===== src/rtl/ctrl_pkg.sv =====
// Shared types and encodings for the multi-cycle control unit.
package ctrl_pkg;

  typedef enum logic [2:0] {
    FETCH  = 3'd0,
    DECODE = 3'd1,
    EXEC   = 3'd2,
    MEM    = 3'd3,
    WB     = 3'd4,
    FAULT  = 3'd5
  } ctrl_state_e;

  typedef logic [1:0] ctrl_cls_t;

  localparam ctrl_cls_t CLS_ALU    = 2'b00;
  localparam ctrl_cls_t CLS_LOAD   = 2'b01;
  localparam ctrl_cls_t CLS_STORE  = 2'b10;
  localparam ctrl_cls_t CLS_BRANCH = 2'b11;

  localparam logic [1:0] ALUOP_ADD   = 2'b00;
  localparam logic [1:0] ALUOP_SUB   = 2'b01;
  localparam logic [1:0] ALUOP_FUNCT = 2'b10;

  localparam logic [1:0] FC_NONE    = 2'b00;
  localparam logic [1:0] FC_TIMEOUT = 2'b01;
  localparam logic [1:0] FC_ILLEGAL = 2'b10;

endpackage


===== src/rtl/multicycle_control_if.sv =====
// Controller <-> datapath/memory bundle: opcode, memory handshake, control set, status.
interface multicycle_control_if #(
  parameter int unsigned OP_W = 2
);
  logic [OP_W-1:0] op;
  logic            mem_ready;
  logic            mem_req;
  logic            sigMemRead;
  logic            sigMemWrite;
  logic            sigMemtoReg;
  logic            sigRegWrite;
  logic            sigRegDst;
  logic            sigALUSrc;
  logic [1:0]      sigALUOp;
  logic            sigBranch;
  logic            pc_write;
  logic            ir_write;
  logic            instr_done;
  logic            fault;
  logic [1:0]      fault_code;

  modport master (
    input  op, mem_ready,
    output mem_req, sigMemRead, sigMemWrite, sigMemtoReg, sigRegWrite,
           sigRegDst, sigALUSrc, sigALUOp, sigBranch, pc_write, ir_write,
           instr_done, fault, fault_code
  );

  modport slave (
    output op, mem_ready,
    input  mem_req, sigMemRead, sigMemWrite, sigMemtoReg, sigRegWrite,
           sigRegDst, sigALUSrc, sigALUOp, sigBranch, pc_write, ir_write,
           instr_done, fault, fault_code
  );
endinterface


===== src/rtl/ctrl_wait_timer.sv =====
// Memory-wait counter; expired_o flags that the counter has reached all-ones.
module ctrl_wait_timer #(
  parameter int unsigned TIMEOUT_W = 4
) (
  input  logic clk,
  input  logic rst_n,
  input  logic count_i,
  input  logic clear_i,
  output logic expired_o
);

  logic [TIMEOUT_W-1:0] cnt_q, cnt_d;

  always_comb begin
    cnt_d = cnt_q;
    if (clear_i) begin
      cnt_d = '0;
    end else if (count_i && !expired_o) begin
      cnt_d = cnt_q + 1'b1;
    end
  end

  always_ff @(posedge clk or negedge rst_n) begin
    if (!rst_n) begin
      cnt_q <= '0;
    end else begin
      cnt_q <= cnt_d;
    end
  end

  assign expired_o = (cnt_q == '1);

endmodule


===== src/rtl/multicycle_control.sv =====
// Multi-cycle FETCH/DECODE/EXEC/MEM/WB control FSM with memory wait timeout.
// Optional: CTRL_ILLEGAL_OP_TRAP_EN traps non-zero low opcode bits for load/store/branch.
module multicycle_control
  import ctrl_pkg::*;
#(
  parameter int unsigned OP_W      = 2,
  parameter int unsigned TIMEOUT_W = 4
) (
  input  logic                  clk,
  input  logic                  reset,
  multicycle_control_if.master  bus
);

  ctrl_state_e state_q;
  ctrl_cls_t   cls_q;
  logic        fault_q;
  logic [1:0]  fault_code_q;

  ctrl_cls_t   op_cls;
  logic        in_wait;
  logic        wait_count;
  logic        expired;
  logic        illegal_low;

  assign op_cls     = bus.op[OP_W-1 -: 2];
  assign in_wait    = (state_q == FETCH) || (state_q == MEM);
  assign wait_count = in_wait && !bus.mem_ready;

  ctrl_wait_timer #(
    .TIMEOUT_W (TIMEOUT_W)
  ) u_wait_timer (
    .clk       (clk),
    .rst_n     (reset),
    .count_i   (wait_count),
    .clear_i   (!wait_count),
    .expired_o (expired)
  );

`ifdef CTRL_ILLEGAL_OP_TRAP_EN
  if (OP_W > 2) begin : g_trap
    assign illegal_low = (op_cls != CLS_ALU) && (|bus.op[OP_W-3:0]);
  end else begin : g_no_trap
    assign illegal_low = 1'b0;
  end
`else
  logic unused_op_bits;
  assign unused_op_bits = ^bus.op;
  assign illegal_low    = 1'b0;
`endif

  always_ff @(posedge clk or negedge reset) begin
    if (!reset) begin
      state_q      <= FETCH;
      cls_q        <= CLS_ALU;
      fault_q      <= 1'b0;
      fault_code_q <= FC_NONE;
    end else begin
      case (state_q)
        FETCH: begin
          // mem_ready wins over an expiring counter in the same cycle
          if (bus.mem_ready) begin
            state_q <= DECODE;
          end else if (expired) begin
            state_q      <= FAULT;
            fault_q      <= 1'b1;
            fault_code_q <= FC_TIMEOUT;
          end
        end
        DECODE: begin
          cls_q <= op_cls;
          if (illegal_low) begin
            state_q      <= FAULT;
            fault_q      <= 1'b1;
            fault_code_q <= FC_ILLEGAL;
          end else begin
            state_q <= EXEC;
          end
        end
        EXEC: begin
          case (cls_q)
            CLS_ALU:   state_q <= WB;
            CLS_LOAD,
            CLS_STORE: state_q <= MEM;
            default:   state_q <= FETCH;
          endcase
        end
        MEM: begin
          if (bus.mem_ready) begin
            state_q <= (cls_q == CLS_LOAD) ? WB : FETCH;
          end else if (expired) begin
            state_q      <= FAULT;
            fault_q      <= 1'b1;
            fault_code_q <= FC_TIMEOUT;
          end
        end
        WB:      state_q <= FETCH;
        FAULT:   state_q <= FAULT;
        default: state_q <= FAULT;
      endcase
    end
  end

  // Outputs are Moore decodes of state/class; only the completion strobes
  // look at mem_ready. Everything is forced low while reset is asserted.
  always_comb begin
    bus.mem_req     = 1'b0;
    bus.sigMemRead  = 1'b0;
    bus.sigMemWrite = 1'b0;
    bus.sigMemtoReg = 1'b0;
    bus.sigRegWrite = 1'b0;
    bus.sigRegDst   = 1'b0;
    bus.sigALUSrc   = 1'b0;
    bus.sigALUOp    = ALUOP_ADD;
    bus.sigBranch   = 1'b0;
    bus.pc_write    = 1'b0;
    bus.ir_write    = 1'b0;
    bus.instr_done  = 1'b0;
    bus.fault       = 1'b0;
    bus.fault_code  = FC_NONE;
    if (reset) begin
      bus.fault      = fault_q;
      bus.fault_code = fault_code_q;
      case (state_q)
        FETCH: begin
          bus.mem_req    = 1'b1;
          bus.sigMemRead = 1'b1;
          bus.pc_write   = bus.mem_ready;
          bus.ir_write   = bus.mem_ready;
        end
        EXEC: begin
          case (cls_q)
            CLS_ALU: bus.sigALUOp = ALUOP_FUNCT;
            CLS_LOAD,
            CLS_STORE: begin
              bus.sigALUSrc = 1'b1;
              bus.sigALUOp  = ALUOP_ADD;
            end
            default: begin
              bus.sigALUOp   = ALUOP_SUB;
              bus.sigBranch  = 1'b1;
              bus.instr_done = 1'b1;
            end
          endcase
        end
        MEM: begin
          bus.mem_req     = 1'b1;
          bus.sigMemRead  = (cls_q == CLS_LOAD);
          bus.sigMemWrite = (cls_q == CLS_STORE);
          bus.instr_done  = (cls_q == CLS_STORE) && bus.mem_ready;
        end
        WB: begin
          bus.sigRegWrite = 1'b1;
          bus.sigRegDst   = (cls_q == CLS_ALU);
          bus.sigMemtoReg = (cls_q == CLS_LOAD);
          bus.instr_done  = 1'b1;
        end
        default: ;
      endcase
    end
  end

endmodule

===== src/flat_wrapper.sv =====
// flat-port wrapper written by rule: the top's interface ports become plain ports
module multicycle_control_flat import ctrl_pkg::*;
#(
  parameter int unsigned OP_W      = 2,
  parameter int unsigned TIMEOUT_W = 4
)
  (clk, reset, bus_op, bus_mem_ready, bus_mem_req, bus_sigMemRead, bus_sigMemWrite, bus_sigMemtoReg, bus_sigRegWrite, bus_sigRegDst, bus_sigALUSrc, bus_sigALUOp, bus_sigBranch, bus_pc_write, bus_ir_write, bus_instr_done, bus_fault, bus_fault_code);
  multicycle_control_if #(.OP_W(OP_W)) bus_i ();
  input  logic clk;
  input  logic reset;
  input wire logic [$bits(bus_i.op)-1:0] bus_op;
  input wire logic [$bits(bus_i.mem_ready)-1:0] bus_mem_ready;
  output wire logic [$bits(bus_i.mem_req)-1:0] bus_mem_req;
  output wire logic [$bits(bus_i.sigMemRead)-1:0] bus_sigMemRead;
  output wire logic [$bits(bus_i.sigMemWrite)-1:0] bus_sigMemWrite;
  output wire logic [$bits(bus_i.sigMemtoReg)-1:0] bus_sigMemtoReg;
  output wire logic [$bits(bus_i.sigRegWrite)-1:0] bus_sigRegWrite;
  output wire logic [$bits(bus_i.sigRegDst)-1:0] bus_sigRegDst;
  output wire logic [$bits(bus_i.sigALUSrc)-1:0] bus_sigALUSrc;
  output wire logic [$bits(bus_i.sigALUOp)-1:0] bus_sigALUOp;
  output wire logic [$bits(bus_i.sigBranch)-1:0] bus_sigBranch;
  output wire logic [$bits(bus_i.pc_write)-1:0] bus_pc_write;
  output wire logic [$bits(bus_i.ir_write)-1:0] bus_ir_write;
  output wire logic [$bits(bus_i.instr_done)-1:0] bus_instr_done;
  output wire logic [$bits(bus_i.fault)-1:0] bus_fault;
  output wire logic [$bits(bus_i.fault_code)-1:0] bus_fault_code;
  assign bus_i.op = bus_op;
  assign bus_i.mem_ready = bus_mem_ready;
  assign bus_mem_req = bus_i.mem_req;
  assign bus_sigMemRead = bus_i.sigMemRead;
  assign bus_sigMemWrite = bus_i.sigMemWrite;
  assign bus_sigMemtoReg = bus_i.sigMemtoReg;
  assign bus_sigRegWrite = bus_i.sigRegWrite;
  assign bus_sigRegDst = bus_i.sigRegDst;
  assign bus_sigALUSrc = bus_i.sigALUSrc;
  assign bus_sigALUOp = bus_i.sigALUOp;
  assign bus_sigBranch = bus_i.sigBranch;
  assign bus_pc_write = bus_i.pc_write;
  assign bus_ir_write = bus_i.ir_write;
  assign bus_instr_done = bus_i.instr_done;
  assign bus_fault = bus_i.fault;
  assign bus_fault_code = bus_i.fault_code;
  multicycle_control #(.OP_W(OP_W), .TIMEOUT_W(TIMEOUT_W)) u_core (.clk(clk), .reset(reset), .bus(bus_i));
endmodule

===== config.mk =====
export PLATFORM = sky130hd
export DESIGN_NAME = multicycle_control_flat
export DESIGN_NICKNAME = d
export VERILOG_FILES = /design/src/rtl/ctrl_pkg.sv /design/src/rtl/multicycle_control_if.sv /design/src/rtl/ctrl_wait_timer.sv /design/src/rtl/multicycle_control.sv /design/src/flat_wrapper.sv
export SDC_FILE = /design/constraint.sdc
export NUM_CORES = 1
export LEC_CHECK = 0
export CAP_MARGIN = 0
export CORE_MARGIN = 10
export CORE_UTILIZATION = 49
export CTS_CLUSTER_DIAMETER = 150
export DETAILED_ROUTE_END_ITERATION = 8
export HOLD_SLACK_MARGIN = 0.12
export PLACE_DENSITY = 0.82
export SLEW_MARGIN = 40
export SYNTH_ARGS = -nofsm -noshare
export SYNTH_HDL_FRONTEND = slang
export SYNTH_SLANG_ARGS = --single-unit

===== constraint.sdc =====
create_clock -name clk -period 4.1 [get_ports clk]
set_clock_uncertainty 0.1 [all_clocks]
set_input_delay 0.82 -clock clk [delete_from_list [all_inputs] [get_ports clk]]
set_output_delay 0.82 -clock clk [all_outputs]
set_load 0.05 [all_outputs]

# Word level (Yosys, flattened, before mapping)
# Index checks and enable logic that the tools add are counted.
# totals
ff_bits	10
inputBits	5
# classes
n_addsub	1
n_reduce_logical	12
n_bitwise	1
n_eq_ne	8
muxes	35
# op_table
operator	count
two-way mux 1 bit	22
one-hot mux 3 bit (5 select lines)	1
two-way mux 3 bit	4
two-way mux 4 bit	2
equality test 3 x 2 -> 1 bit, second input constant	2
one-hot mux 3 bit (2 select lines)	1
adder 4 x 1 -> 4 bit, second input constant	1
equality test 4 bit, second input constant	1
two-way mux 2 bit	2
one-hot mux 2 bit (2 select lines)	1
OR reduction 2 bit	2
equality test 3 x 1 -> 1 bit, second input constant	1
equality test 3 bit, second input constant	1
logical AND 1 bit	3
zero test 3 bit	1
one-hot mux 1 bit (3 select lines)	1
AND reduction 3 bit	1
OR reduction 3 bit	1
equality test 2 x 1 -> 1 bit, second input constant	1
equality test 2 bit, second input constant	1
zero test 1 bit	2
zero test 2 bit	1
!= test 2 x 1 -> 1 bit, second input constant	1
one-hot mux 1 bit (2 select lines)	1
other kinds (2)	2

# Logic depth before layout (Yosys ltp)
# logic_depth
word_depth	6
ltp_mapped	5
mapped_depth_nobuf	5

# Hierarchy
# From an unflattened synthesis, not the netlist that was laid out.
# unflattened
cells_unflattened	79
area_unflattened_um2	782.0
# by_module_without_submodules
module	cells_each	seq_area_each_um2	area_each_um2	n_inst
multicycle_control	59	150.1	553.0	1
ctrl_wait_timer	20	100.1	229.0	1

# Worst setup path before layout
# No wires, ideal clock.
# synth_path
path_kind	input port to output port
from	input port reset
to	output port bus_sigALUSrc
path_stages	3
path_buffers	0
t_arrival_ns	2.241
setup_slack_ns	0.939
path_cell_list	nor2b_1 > nand2_1 > nor3b_1
# synth_via
elab_chain_cells	1
# synth_rtl
element	line_no	rtl
start: declaration	flat_wrapper.sv:10	input logic reset;
two-way mux 1 bit	multicycle_control.sv:120	if (reset) begin
end: declaration	flat_wrapper.sv:19	output wire logic [$bits(bus_i.sigALUSrc)-1:0] bus_sigALUSrc;
# Every way passes these cells.

# Worst setup path in the final report
# layout_path
from	input port bus_mem_ready
to	output port bus_instr_done
# layout_via
elab_chain_cells	3
# layout_rtl
element	line_no	rtl
start: declaration	flat_wrapper.sv:12	input wire logic [$bits(bus_i.mem_ready)-1:0] bus_mem_ready;
logical AND 1 bit	multicycle_control.sv:149	bus.instr_done = (cls_q == CLS_STORE) && bus.mem_ready;
one-hot mux 1 bit (3 select lines)	multicycle_control.sv:123	case (state_q)
two-way mux 1 bit	multicycle_control.sv:120	
end: declaration	flat_wrapper.sv:24	output wire logic [$bits(bus_i.instr_done)-1:0] bus_instr_done;
# Every way passes these cells.

==> flow_metrics.tcl <==
set metrics [dict create \
    outcome "finished clean" \
    endpoint_kind "output port" \
    synth.top_cells.by_area "dfrtp_1 (34%), ha_1 (8.6%), nor2_1 (5.2%)" \
    drive_above_1_share_pct 15.00 \
    postRouteAntennaNets 0 \
    vias 613 \
    synth_top_cell_by_area "dfrtp_1" \
    fin_crit_ns 3.668 \
    yosysSeqAreaShare_pct 34.42 \
    post_drt_wl_per_cell_um 13.77 \
    report.final.slew_viol_count 0 \
    grt_overflow 0 \
    cap_violations 0 \
    die_area_mm2 0.003424 \
    crit_arrival_ns 2.75 \
    grt_setup_unrepaired "false" \
    worst_ep_required_time_ns 3.18 \
    cpMostUsedCell "clkdlybuf4s50_1" \
    timing.rr.start "u_core.state_q[0]" \
    cts_buffer_depth 2 \
    clk_latency_ns 0.26 \
    tightest_slew_ns 0.5087 \
    netlist_area_um2 726.9 \
    hp-start "u_core.fault_q" \
    clockRootBuffer "clkbuf_4" \
    h-tree-depth 1 \
    clock_sink_count 10 \
    tns_ns 0 \
    tritoncts "done" \
    worstPathBufferInverterCount 2 \
    yosys_warnings 0 \
    setup_viol 0 \
    fin_area_um2 907.1 \
    cp_top_family "buffers and inverters" \
    viasPerCell 5.330 \
    ys_seq_elements 10 \
    crit_path_max_fanout 6 \
    port-buffer-count 19 \
    start_util_pct 53.85 \
    synth_cell_types 34 \
    ys.flop_type "dfrtp_1" \
    track_usage_pct 10.13 \
    synth-edff-count 0 \
    clk_pin_slew_worst_paths_ns 0.06 \
    yosysTopAreaCellShare_pct 34.42 \
    io_pins 21 \
    async_flop_share_pct 100.0 \
    min_to "u_core.fault_q" \
    grt_pass1_vias 602 \
    path_cells "clkdlybuf4s50_1 -> nand3_1 -> a211o_1 -> a21boi_1 -> clkdlybuf4s50_1" \
    place.gp.congestion 0.7600 \
    fin_crit_sh_pct 89.45 \
    die_x_um 58.52 \
    hp-class "reg2reg" \
    rows 13 \
    hpwl_um 1309 \
    core_area_mm2 0.001350 \
    post_cts_buffers 0 \
    syn_inst 84 \
    power_density_mw_per_mm2 644.5 \
    routed_wirelength_um 1583 \
    antenna_found_initial 0 \
    min_path_cells 1 \
    place_area_um2 870.8 \
    avgSynthCellArea_um2 8.654 \
    syn-num-nets 94 \
    max-slew-margin-rel_pct 65.98 \
    post_cts_resized 0 \
    critPathLaunchType "input pin" \
    hold_viol_final 0 \
    grt_max_degree 16 \
    yosys-top-cells-count "dfrtp_1 (10), nor2_1 (10), nand2_1 (6)" \
    worstSetupPathType "in2out" \
    r2r-end "u_core.u_wait_timer.cnt_q[2]" \
    dr.pass1.iters 3 \
    antenna_cells 0 \
    die_y_um 58.52 \
    nNetsFinal 111 \
    hold_buffers 0 \
    drt_iter0_markers 2 \
    reg2reg_slack_ns 2.51 \
    grt_pass1_wl_um 2822 \
    area_growth_pct 24.78 \
    ff2ff_path_depth 3 \
    max_stage_delay_ns 0.82 \
    ir_drop_uv 315.8 \
    max_freq_mhz 272.7 \
    cts_buffers 3 \
    slowest_stage "clkdlybuf4s50_1" \
    drc 0 \
    p_leak_nw 0.4119 \
]
[registers in the layout (all words and copies together) (netlist names)]
name and count:
u_core.cls_q 2, u_core.fault_q 1, u_core.u_wait_timer.cnt_q 4, u_core.state_q 3
[report_power, final]
group	internal [W]	switching, W
logic	0.000120	0.000194
clock network	0.0000539	0.0000326
registers	0.000128	0.0000565
total	0.000302	0.000283
[metal layers]
| metal | vias up | global-route usage, % | part of all wire [%] |
|---|---|---|---|
| met3 | 0 | 5.579 | 8.1 |
| met4 | 0 | 1.007 | 0 |
| met5 | - | 0 | 0 |
| li1 | 313 | - | - |
| met1 | 286 | 11.78 | 44 |
| met2 | 14 | 16.39 | 48 |
[cell type report]
| type | instances | area (um2) |
|---|---|---|
| clock buffers | 4 | 36.28 |
| fillers | 114 | 442.9 |
| inverters | 4 | 15.01 |
| multi-input cells | 62 | 406.6 |
| flip-flops and latches | 10 | 250.2 |
| well taps | 15 | 18.77 |
| repair buffers | 20 | 180.2 |
[cells by family (layout without fill, tap and decap cells)]
logic type	count (synthesis)	after routing	synth area share, %
adders and majority gates	5	5	8.606
buffers and inverters	12	28	9.638
other	1	1	0.5159
muxes	1	1	1.377
xor gates and xnor gates	2	2	2.410
DFF	10	10	34.42
and+or+nand+nor	36	36	27.37
AOI/OAI and AO/OA	17	17	15.66
[worst max path at each step]
stage                             start  slack (ns)  cells after the start             end
after detailed placement  bus_mem_ready        0.43                      5  bus_instr_done
after CTS                 bus_mem_ready        0.43                      5  bus_instr_done
after global routing      bus_mem_ready        0.36                      5  bus_instr_done
after floorplan                   reset        0.94                      3   bus_sigALUSrc
final                     bus_mem_ready        0.43                      5  bus_instr_done
after global placement    bus_mem_ready        0.43                      5  bus_instr_done
[cells in the final DEF, fill, tap and decap left out]
cell / n
a21boi_1: 1
clkdlybuf4s50_1: 12
inv_1: 4
and2_1: 3
clkbuf_8: 1
o21ai_0: 4
o21a_1: 1
a211oi_2: 1
and3_1: 3
or3_1: 1
nor2b_1: 2
nor3_4: 1
a311oi_1: 1
o21bai_1: 1
nand2b_1: 3
nor3b_1: 1
nor3b_2: 1
o22ai_1: 1
a31oi_1: 2
nor2_1: 10
mux2i_1: 1
nand3b_1: 1
clkbuf_4: 3
xnor2_1: 1
buf_4: 8
a22oi_1: 1
ha_1: 5
a21oi_1: 3
nand2_1: 6
conb_1: 1
xor2_1: 1
a211o_1: 1
dfrtp_1: 10
nand3_1: 4
[stage by stage]
stage	setup WS (ns)	instances	total power [W]	util, %	hold slack [ns]
2_1_floorplan	0.9390	84	0.0004307	-	0.3350
3_3_place_gp	0.4252	111	0.0004952	64.50	0.3539
3_5_place_dp	0.4284	111	0.0005052	64.50	0.3615
4_1_cts	0.4250	115	0.0005928	67.19	0.3767
5_1_grt	0.3622	115	0.0006420	67.19	0.3874
6_report	0.4325	115	0.0005847	67.19	0.3785
No activity file was read; power rests on OpenSTA's default activity.
